==> src/rtl/bip_exec_ctrl.sv <==
// Execution sequencer for the BIP accumulator CPU: loads instruction memory from
// UART bytes, runs / single-steps / clears the core and dumps PC, ACC and cycle count.
module bip_exec_ctrl #(
    parameter int PC_BITS   = 11,
    parameter int DATA_BITS = 16,
    parameter int CYC_BITS  = 16
) (
    input  logic                 clk,
    input  logic                 rst_n,
    input  logic [7:0]           rx_data,
    input  logic                 rx_valid,
    output logic [7:0]           tx_data,
    output logic                 tx_start,
    input  logic                 tx_busy,
    output logic                 im_wr_en,
    output logic [PC_BITS-1:0]   im_wr_addr,
    output logic [15:0]          im_wr_data,
    output logic                 cpu_en,
    output logic                 cpu_clr,
    input  logic                 h_flg,
    input  logic [PC_BITS-1:0]   pc,
    input  logic [DATA_BITS-1:0] acc,
    output logic                 busy
);

    typedef enum logic [3:0] {
        ST_IDLE, ST_LD_CNT, ST_LD_HI, ST_LD_LO, ST_CLR,
        ST_RUN, ST_STEP, ST_DUMP_SEND, ST_DUMP_WAIT
    } state_t;

    localparam logic [CYC_BITS-1:0] CYC_MAX = {CYC_BITS{1'b1}};
    localparam logic [CYC_BITS-1:0] CYC_ONE = {{(CYC_BITS-1){1'b0}}, 1'b1};
    localparam logic [PC_BITS-1:0]  PC_ONE  = {{(PC_BITS-1){1'b0}}, 1'b1};

    state_t                state_r;
    logic [CYC_BITS-1:0]   cyc_r;
    logic [7:0]            words_left_r;
    logic [PC_BITS-1:0]    addr_r;
    logic [7:0]            hi_r;
    logic [47:0]           frame_r;
    logic [2:0]            byte_idx_r;
    logic                  snap_r;
    logic                  wait_first_r;
    logic [7:0]            tx_data_r;
    logic                  tx_start_r;
    logic                  im_wr_en_r;
    logic [PC_BITS-1:0]    im_wr_addr_r;
    logic [15:0]           im_wr_data_r;
    logic                  cpu_clr_r;
    logic                  cyc_sat_s;
    logic                  cpu_en_s;

    assign cyc_sat_s = (cyc_r == CYC_MAX);

    // CPU enable decodes straight from state so the core stops in the same cycle it halts.
    always_comb begin
        cpu_en_s = 1'b0;
        case (state_r)
            ST_RUN:  cpu_en_s = !h_flg && !cyc_sat_s;
            ST_STEP: cpu_en_s = !h_flg;
            default: cpu_en_s = 1'b0;
        endcase
    end

    // Sequencer state, load/dump datapath and registered strobes.
    always_ff @(posedge clk or negedge rst_n) begin
        if (!rst_n) begin
            state_r      <= ST_IDLE;
            cyc_r        <= {CYC_BITS{1'b0}};
            words_left_r <= 8'h00;
            addr_r       <= {PC_BITS{1'b0}};
            hi_r         <= 8'h00;
            frame_r      <= 48'h0;
            byte_idx_r   <= 3'd0;
            snap_r       <= 1'b0;
            wait_first_r <= 1'b0;
            tx_data_r    <= 8'h00;
            tx_start_r   <= 1'b0;
            im_wr_en_r   <= 1'b0;
            im_wr_addr_r <= {PC_BITS{1'b0}};
            im_wr_data_r <= 16'h0000;
            cpu_clr_r    <= 1'b0;
        end else begin
            im_wr_en_r <= 1'b0;
            tx_start_r <= 1'b0;
            cpu_clr_r  <= 1'b0;
            if (cpu_en_s && !cyc_sat_s) begin
                cyc_r <= cyc_r + CYC_ONE;
            end
            case (state_r)
                ST_IDLE: begin
                    if (rx_valid) begin
                        case (rx_data)
                            8'h4C: state_r <= ST_LD_CNT;
                            8'h52: state_r <= ST_RUN;
                            8'h53: state_r <= ST_STEP;
                            8'h44: begin
                                state_r    <= ST_DUMP_SEND;
                                snap_r     <= 1'b1;
                                byte_idx_r <= 3'd0;
                            end
                            8'h43: begin
                                state_r   <= ST_CLR;
                                cpu_clr_r <= 1'b1;
                            end
                            default: state_r <= ST_IDLE;
                        endcase
                    end
                end
                ST_LD_CNT: begin
                    if (rx_valid) begin
                        if (rx_data == 8'h00) begin
                            state_r <= ST_IDLE;
                        end else begin
                            words_left_r <= rx_data;
                            addr_r       <= {PC_BITS{1'b0}};
                            state_r      <= ST_LD_HI;
                        end
                    end
                end
                ST_LD_HI: begin
                    if (rx_valid) begin
                        hi_r    <= rx_data;
                        state_r <= ST_LD_LO;
                    end
                end
                ST_LD_LO: begin
                    if (rx_valid) begin
                        im_wr_en_r   <= 1'b1;
                        im_wr_addr_r <= addr_r;
                        im_wr_data_r <= {hi_r, rx_data};
                        addr_r       <= addr_r + PC_ONE;
                        words_left_r <= words_left_r - 8'd1;
                        if (words_left_r == 8'd1) begin
                            state_r   <= ST_CLR;
                            cpu_clr_r <= 1'b1;
                        end else begin
                            state_r <= ST_LD_HI;
                        end
                    end
                end
                ST_CLR: begin
                    cyc_r   <= {CYC_BITS{1'b0}};
                    state_r <= ST_IDLE;
                end
                ST_RUN: begin
                    if (h_flg || cyc_sat_s) begin
                        state_r    <= ST_DUMP_SEND;
                        snap_r     <= 1'b1;
                        byte_idx_r <= 3'd0;
                    end
                end
                ST_STEP: begin
                    state_r    <= ST_DUMP_SEND;
                    snap_r     <= 1'b1;
                    byte_idx_r <= 3'd0;
                end
                ST_DUMP_SEND: begin
                    // First cycle here captures the frame, after the last enabled edge settled.
                    if (snap_r) begin
                        frame_r <= {16'(pc), 16'(acc), 16'(cyc_r)};
                        snap_r  <= 1'b0;
                    end else if (!tx_busy) begin
                        tx_data_r    <= frame_r[47:40];
                        frame_r      <= {frame_r[39:0], 8'h00};
                        tx_start_r   <= 1'b1;
                        wait_first_r <= 1'b1;
                        state_r      <= ST_DUMP_WAIT;
                    end
                end
                ST_DUMP_WAIT: begin
                    // tx_busy lags tx_start by a cycle, so its first sample here is stale.
                    if (wait_first_r) begin
                        wait_first_r <= 1'b0;
                    end else if (!tx_busy) begin
                        if (byte_idx_r == 3'd5) begin
                            byte_idx_r <= 3'd0;
                            state_r    <= ST_IDLE;
                        end else begin
                            byte_idx_r <= byte_idx_r + 3'd1;
                            state_r    <= ST_DUMP_SEND;
                        end
                    end
                end
                default: state_r <= ST_IDLE;
            endcase
        end
    end

    assign tx_data    = tx_data_r;
    assign tx_start   = tx_start_r;
    assign im_wr_en   = im_wr_en_r;
    assign im_wr_addr = im_wr_addr_r;
    assign im_wr_data = im_wr_data_r;
    assign cpu_clr    = cpu_clr_r;
    assign cpu_en     = cpu_en_s;
    assign busy       = (state_r != ST_IDLE);

endmodule

==> config.mk <==
export PLATFORM = sky130hd
export DESIGN_NAME = bip_exec_ctrl
export DESIGN_NICKNAME = d
export VERILOG_FILES = /design/src/rtl/bip_exec_ctrl.sv
export SDC_FILE = /design/constraint.sdc
export NUM_CORES = 1
export LEC_CHECK = 0
export ABC_CLOCK_PERIOD_IN_PS = 2450
export BUFFER_PORTS_ARGS = -buffer_cell sky130_fd_sc_hd__buf_2
export CAP_MARGIN = 20
export CORE_MARGIN = 10
export CORE_UTILIZATION = 58
export CTS_CLUSTER_DIAMETER = 60
export DETAILED_ROUTE_END_ITERATION = 6
export PLACE_DENSITY = 0.78
export SYNTH_ARGS = -nofsm -noshare
export SYNTH_HDL_FRONTEND = slang
export SYNTH_SLANG_ARGS = --single-unit
==> constraint.sdc <==
create_clock -name clk -period 2.45 [get_ports clk]
set_input_delay 0.245 -clock clk [delete_from_list [all_inputs] [get_ports clk]]
set_output_delay 0.245 -clock clk [all_outputs]
set_load 0.01 [all_outputs]
After elaboration in Yosys (flattened, before gate mapping)
Index checks and enable logic that the tools add are counted.
{ "totals": {"regBits": 138, "latchBits": 0, "ram_bits": 0, "romBits": 0, "in_bits": 40, "out_inout_bits": 40, "wordCells": 122, "memories": 0} }
{ "op_classes": {"add_sub_neg": 4, "n_mul": 0, "n_div": 0, "n_lt_le_gt_ge": 0, "eq_ne": 28, "shift": 0, "mux": 51, "bitwise_logic": 2, "reduce_logical": 22} }
{ "op_table": {"columns": ["operator", "n"], "rows": [
  ["$mux 48", 2],
  ["$eq 8x7->1 const B", 5],
  ["$mux 4", 9],
  ["$mux 11", 3],
  ["$mux 16", 2],
  ["$pmux 4 s8", 1],
  ["$mux 3", 8],
  ["$mux 8", 3],
  ["$pmux 11 s2", 1],
  ["$ne 2x2->1 const B", 10],
  ["$add 16x1->16 const B", 1],
  ["$eq 16x16->1 const B", 1],
  ["$eq 4x3->1 const B", 4],
  ["$pmux 8 s2", 1],
  ["$pmux 3 s5", 1],
  ["$mux 1", 14],
  ["$pmux 3 s4", 1],
  ["$reduce_bool 4->1", 3],
  ["$add 11x1->11 const B", 1],
  ["$reduce_and 9->1", 1],
  ["$eq 4x2->1 const B", 2],
  ["$eq 8x1->1 const B", 1],
  ["$logic_not 8->1", 1],
  ["$reduce_and 4->1", 2],
  ["other kinds (18)", 29]
]} }

Logic depth before layout (Yosys ltp)
{ "depth": {"depth_word": 7, "depth_mapped": 8, "mapped_depth_nobuf": 6} }

Worst setup path before layout
OpenSTA, ideal clock, no wires.
{ "synth_path": {"path_type": "reg-to-reg", "startpoint": "register state_r[2]", "endpoint": "register state_r[0]", "setup_time_ps": 125, "arrival_time_ps": 1829, "t_required_ps": 2325, "path_slack_ps": 496, "stages_incl_launch_ff": 6, "n_path_buf": 1, "period_less_slack_ps": 1954, "cell_sequence": "dfrtp_1 buf_4 or4b_4 or2_2 o311ai_1 mux2_2"} }
{ "synth_between": {"elab_chain_cells": 3, "elab_cells_between_ends": 19, "cone_classes": "16 x eq/ne; 1 x mux; 2 x reduce/logical"} }
{ "synth_rtl": {"columns": ["element", "line", "text"], "rows": [
  ["start: declaration", "35", "state_t state_r;"],
  ["start signal: assignment", "68", "state_r <= ST_IDLE;"],
  ["start signal: assignment", "94", "8'h4C: state_r <= ST_LD_CNT;"],
  ["start signal: assignment", "95", "8'h52: state_r <= ST_RUN;"],
  ["$eq 4x3->1, or another cell as far along", "90", "case (state_r)"],
  ["$ne 2x2->1 (no source line)", null, null],
  ["$reduce_and 9->1 (no source line)", null, null]
]} }
Parallel ways exist; a longest one is shown, timed or not.
A chain may end at the register's enable or synchronous reset.

Worst setup path after layout
{ "layout_path": {"startpoint": "register cyc_r[0]", "endpoint": "output cpu_en"} }
{ "layout_between": {"elab_chain_cells": 4} }
{ "layout_rtl": {"columns": ["element", "line", "text"], "rows": [
  ["start: declaration", "36", "logic [CYC_BITS-1:0] cyc_r;"],
  ["start signal: assignment", "69", "cyc_r <= {CYC_BITS{1'b0}};"],
  ["start signal: assignment", "88", "cyc_r <= cyc_r + CYC_ONE;"],
  ["start signal: assignment", "143", "cyc_r <= {CYC_BITS{1'b0}};"],
  ["$eq 16x16->1", "53", "assign cyc_sat_s = (cyc_r == CYC_MAX);"],
  ["$logic_not 1->1", "59", "ST_RUN: cpu_en_s = !h_flg && !cyc_sat_s;"],
  ["$logic_and 1x1->1", "59", null],
  ["$pmux 1 s2", "58", "case (state_r)"],
  ["end: declaration", "18", "output logic cpu_en,"]
]} }
Every way passes these cells.

==> reports/metrics.yaml <==
r2r_start: "state_r[3]"
max_freq_mhz: 426
fp.dieH_um: 125
fin_ws_ps: 102
synthToLayoutAreaGrowth_pct: 21.5
cts_buffers: 17
hold_viol_final: 0
synthSimpleGateAreaFrac_pct: 15.0
required_ps: 2200
path_class: "register to output pin"
fin_nets: 728
cts_tree: "yes"
ys_seq_elements: 138
whs_endpoint: "frame_r[34]"
die_x_um: 125
finalCritPeriodShare_pct: 95.8
ioPinCount: 80
n_antenna_cell: 0
hold_depth: 3
arrival_ps: 2100
clock_path_buffers: 2
wire_per_inst_um: 17.7
synth_area_um2: 6450
tightest_slew_ps: 665
status: "finished clean"
cts_root_buffer: "clkbuf_8"
fp.coreArea_um2: 10900
setup_viol: 0
reg2regPathDepth: 8
final_util_pct: 72.0
slew_headroom_pct: 55.5
vias_per_cell: 5.81
clkLatencyLatePin_ps: 540
drtPass1Iterations: 5
p_per_area_nw_per_um2: 990
ant_nets: 0
maxCapViolations: 0
first_global_vias: 4874
rows: 38
portBuffers: 79
synth_warnings: 0
synth_mux_area_share_pct: 13.1
fill_cells: 754
clk_pin_slew_worst_paths_ps: 60
antenna_found_initial: 0
crit_path_end_kind: "output pin"
dp_cells: 790
ys_seq_area_share_pct: 53.5
multi_input_area_um2: 2840
hold_path.class: "primary input to register"
fin_crit_ps: 2350
grt_max_degree: 84
synth_top_family_by_area: "simple AND/OR/NAND/NOR gates"
grtUsageTotal_pct: 18.6
cts.sinks: 138
start_util_pct: 59.3
area.sequential_um2: 3460
async_reset_ff_share_pct: 100
rsz0062_at_grt: "no"
synthXorXnorAreaFrac_pct: 3.12
drc: 0
path_max_fanout: 5
gp_congestion: 0.863
syn_inst: 585
slew_violations: 0
vias: 4863
r2r_end: "addr_r[10]"
drive_gt1_share_pct: 29.4
routed_wl_um: 14800
p_leak_nw: 3.87
syn_avg_cell_area_um2: 11.0
die_area_um2: 15700
synth_fa_ha_area_share_pct: 0.776
synth_flop_cell: "dfrtp_1"
ir_drop_mv: 0.812
dp.final_hpwl_um: 9870
syn-num-nets: 629
synthDistinctLibCells: 66
startpoint_type: "register"
fin_setup_tns_ps: 0
grt_pass1_wl_um: 24200
first_iter_violations: 501
grt_overflow: 0
synth_compound_area_share_pct: 11.5
stdcell_count: 837
regToRegSetupSlack_ps: 250
min_from: "pc[2]"
htree_num_levels: 4
synth-edff-count: 0
fin_skew_ps: 6.06
place_ws_ps: 339
==> cells in the final DEF (no fill, tap or decap), drive strengths merged, types with 5 or more instances in the layout <==
cell type,n
clkbuf,19
nor2,46
nor4,8
o21ai,50
xnor2,20
inv,10
nor3,15
mux2,44
clkinv,6
nand3,11
nand2,53
a21oi,14
buf,107
nand4,7
a22o,16
dfrtp,138
nor3b,8
mux2i,35
nand2b,5
dlygate4sd3,7
==> worst max-delay path: stages (launching register included) <==
cell,delay [ps]
dfrtp_1,430
ha_4,170
nand4_1,130
nor4_4,450
or3_1,170
o21ai_1,70
buf_2,140
==> worst max-delay path by stage <==
| stage | end | start | slack, ps |
|---|---|---|---|
| final | cpu_en | cyc_r[0] | 100 |
| after CTS | cpu_en | cyc_r[10] | 10 |
| after global routing | cpu_en | cyc_r[0] | 8 |
| after global placement | state_r[0] | state_r[2] | 390 |
| after detailed placement | addr_r[10] | state_r[3] | 340 |
| after floorplan | state_r[0] | state_r[2] | 500 |
==> metal layers <==
metal  global-route usage [%]  wire, um  part of all wire (%)
met3                     5.96       834                   5.6
met4                     6.71       253                   1.7
met2                     28.5      7180                    48
met5                        0         0                     0
met1                     24.1      6580                    44
==> logic make-up (layout without fill, tap and decap cells) <==
group,count (synthesis),in the layout
adders and majority gates,4,4
DFF,138,138
and+or+nand+nor,185,185
muxes,79,79
buffers and inverters,43,155
AOI/OAI and AO/OA,113,113
xor gates and xnor gates,23,23
==> registers in the layout, indices dropped and copies added (netlist names) <==
name          cells
tx_start          1
snap_r            1
cpu_clr           1
tx_data           8
frame_r          48
im_wr_data       16
wait_first_r      1
state_r           4
cyc_r            16
im_wr_en          1
hi_r              8
words_left_r      8
byte_idx_r        3
addr_r           11
im_wr_addr       11
==> layout make-up <==
| cell class | instances | area share [%] |
|---|---|---|
| Clock inverter | 13 | 2.46 |
| Sequential cell | 138 | 44.1 |
| Inverter | 9 | 0.431 |
| Clock buffer | 19 | 5.64 |
| Tap cell | 140 | 2.24 |
| Multi-Input combinational cell | 404 | 36.3 |
| Timing Repair Buffer | 114 | 8.86 |
==> through the flow <==
stage | hold WS (ps) | power [mW] | area [um2]
after CTS | 0.996 | 7.77 | 7750
after global placement | 230 | 4.94 | 7040
after detailed placement | 232 | 5.05 | 7040
after floorplan | -50.6 | 4.42 | 6450
after global routing | 12.5 | 8.17 | 7840
final | 3.54 | 7.76 | 7840
==> Yosys cell counts (8+ instances only) <==
cell type,n,area [um2]
o21ai_0,50,250
xnor2_1,20,175
buf_2,10,50.1
nor3_1,13,65.1
clkbuf_1,17,63.8
dfrtp_1,138,3450
nand3_1,11,55.1
nand2_1,53,199
nor4_1,8,50.1
nor2_1,46,173
mux2_2,44,495
inv_1,8,30.0
a22o_1,16,140
a21oi_1,14,70.1
mux2i_1,35,350
==> report_power, final <==
group | internal (mW) | switching (mW)
registers | 2.79 | 0.323
clock network | 1.72 | 0.987
logic | 0.895 | 1.05
total | 5.40 | 2.35
==> timing repair <==
| item | 4_1_cts | 5_1_grt |
|---|---|---|
| hold buffers | 7 | 0 |
| endpoints found under the hold margin | 59 | 0 |
| resized for setup | 2 | 5 |
| endpoints found under the setup margin | 1 | 1 |
| pin swaps | 0 | 3 |
| setup buffers | 0 | 8 |
(Power assumes the default switching activity.)
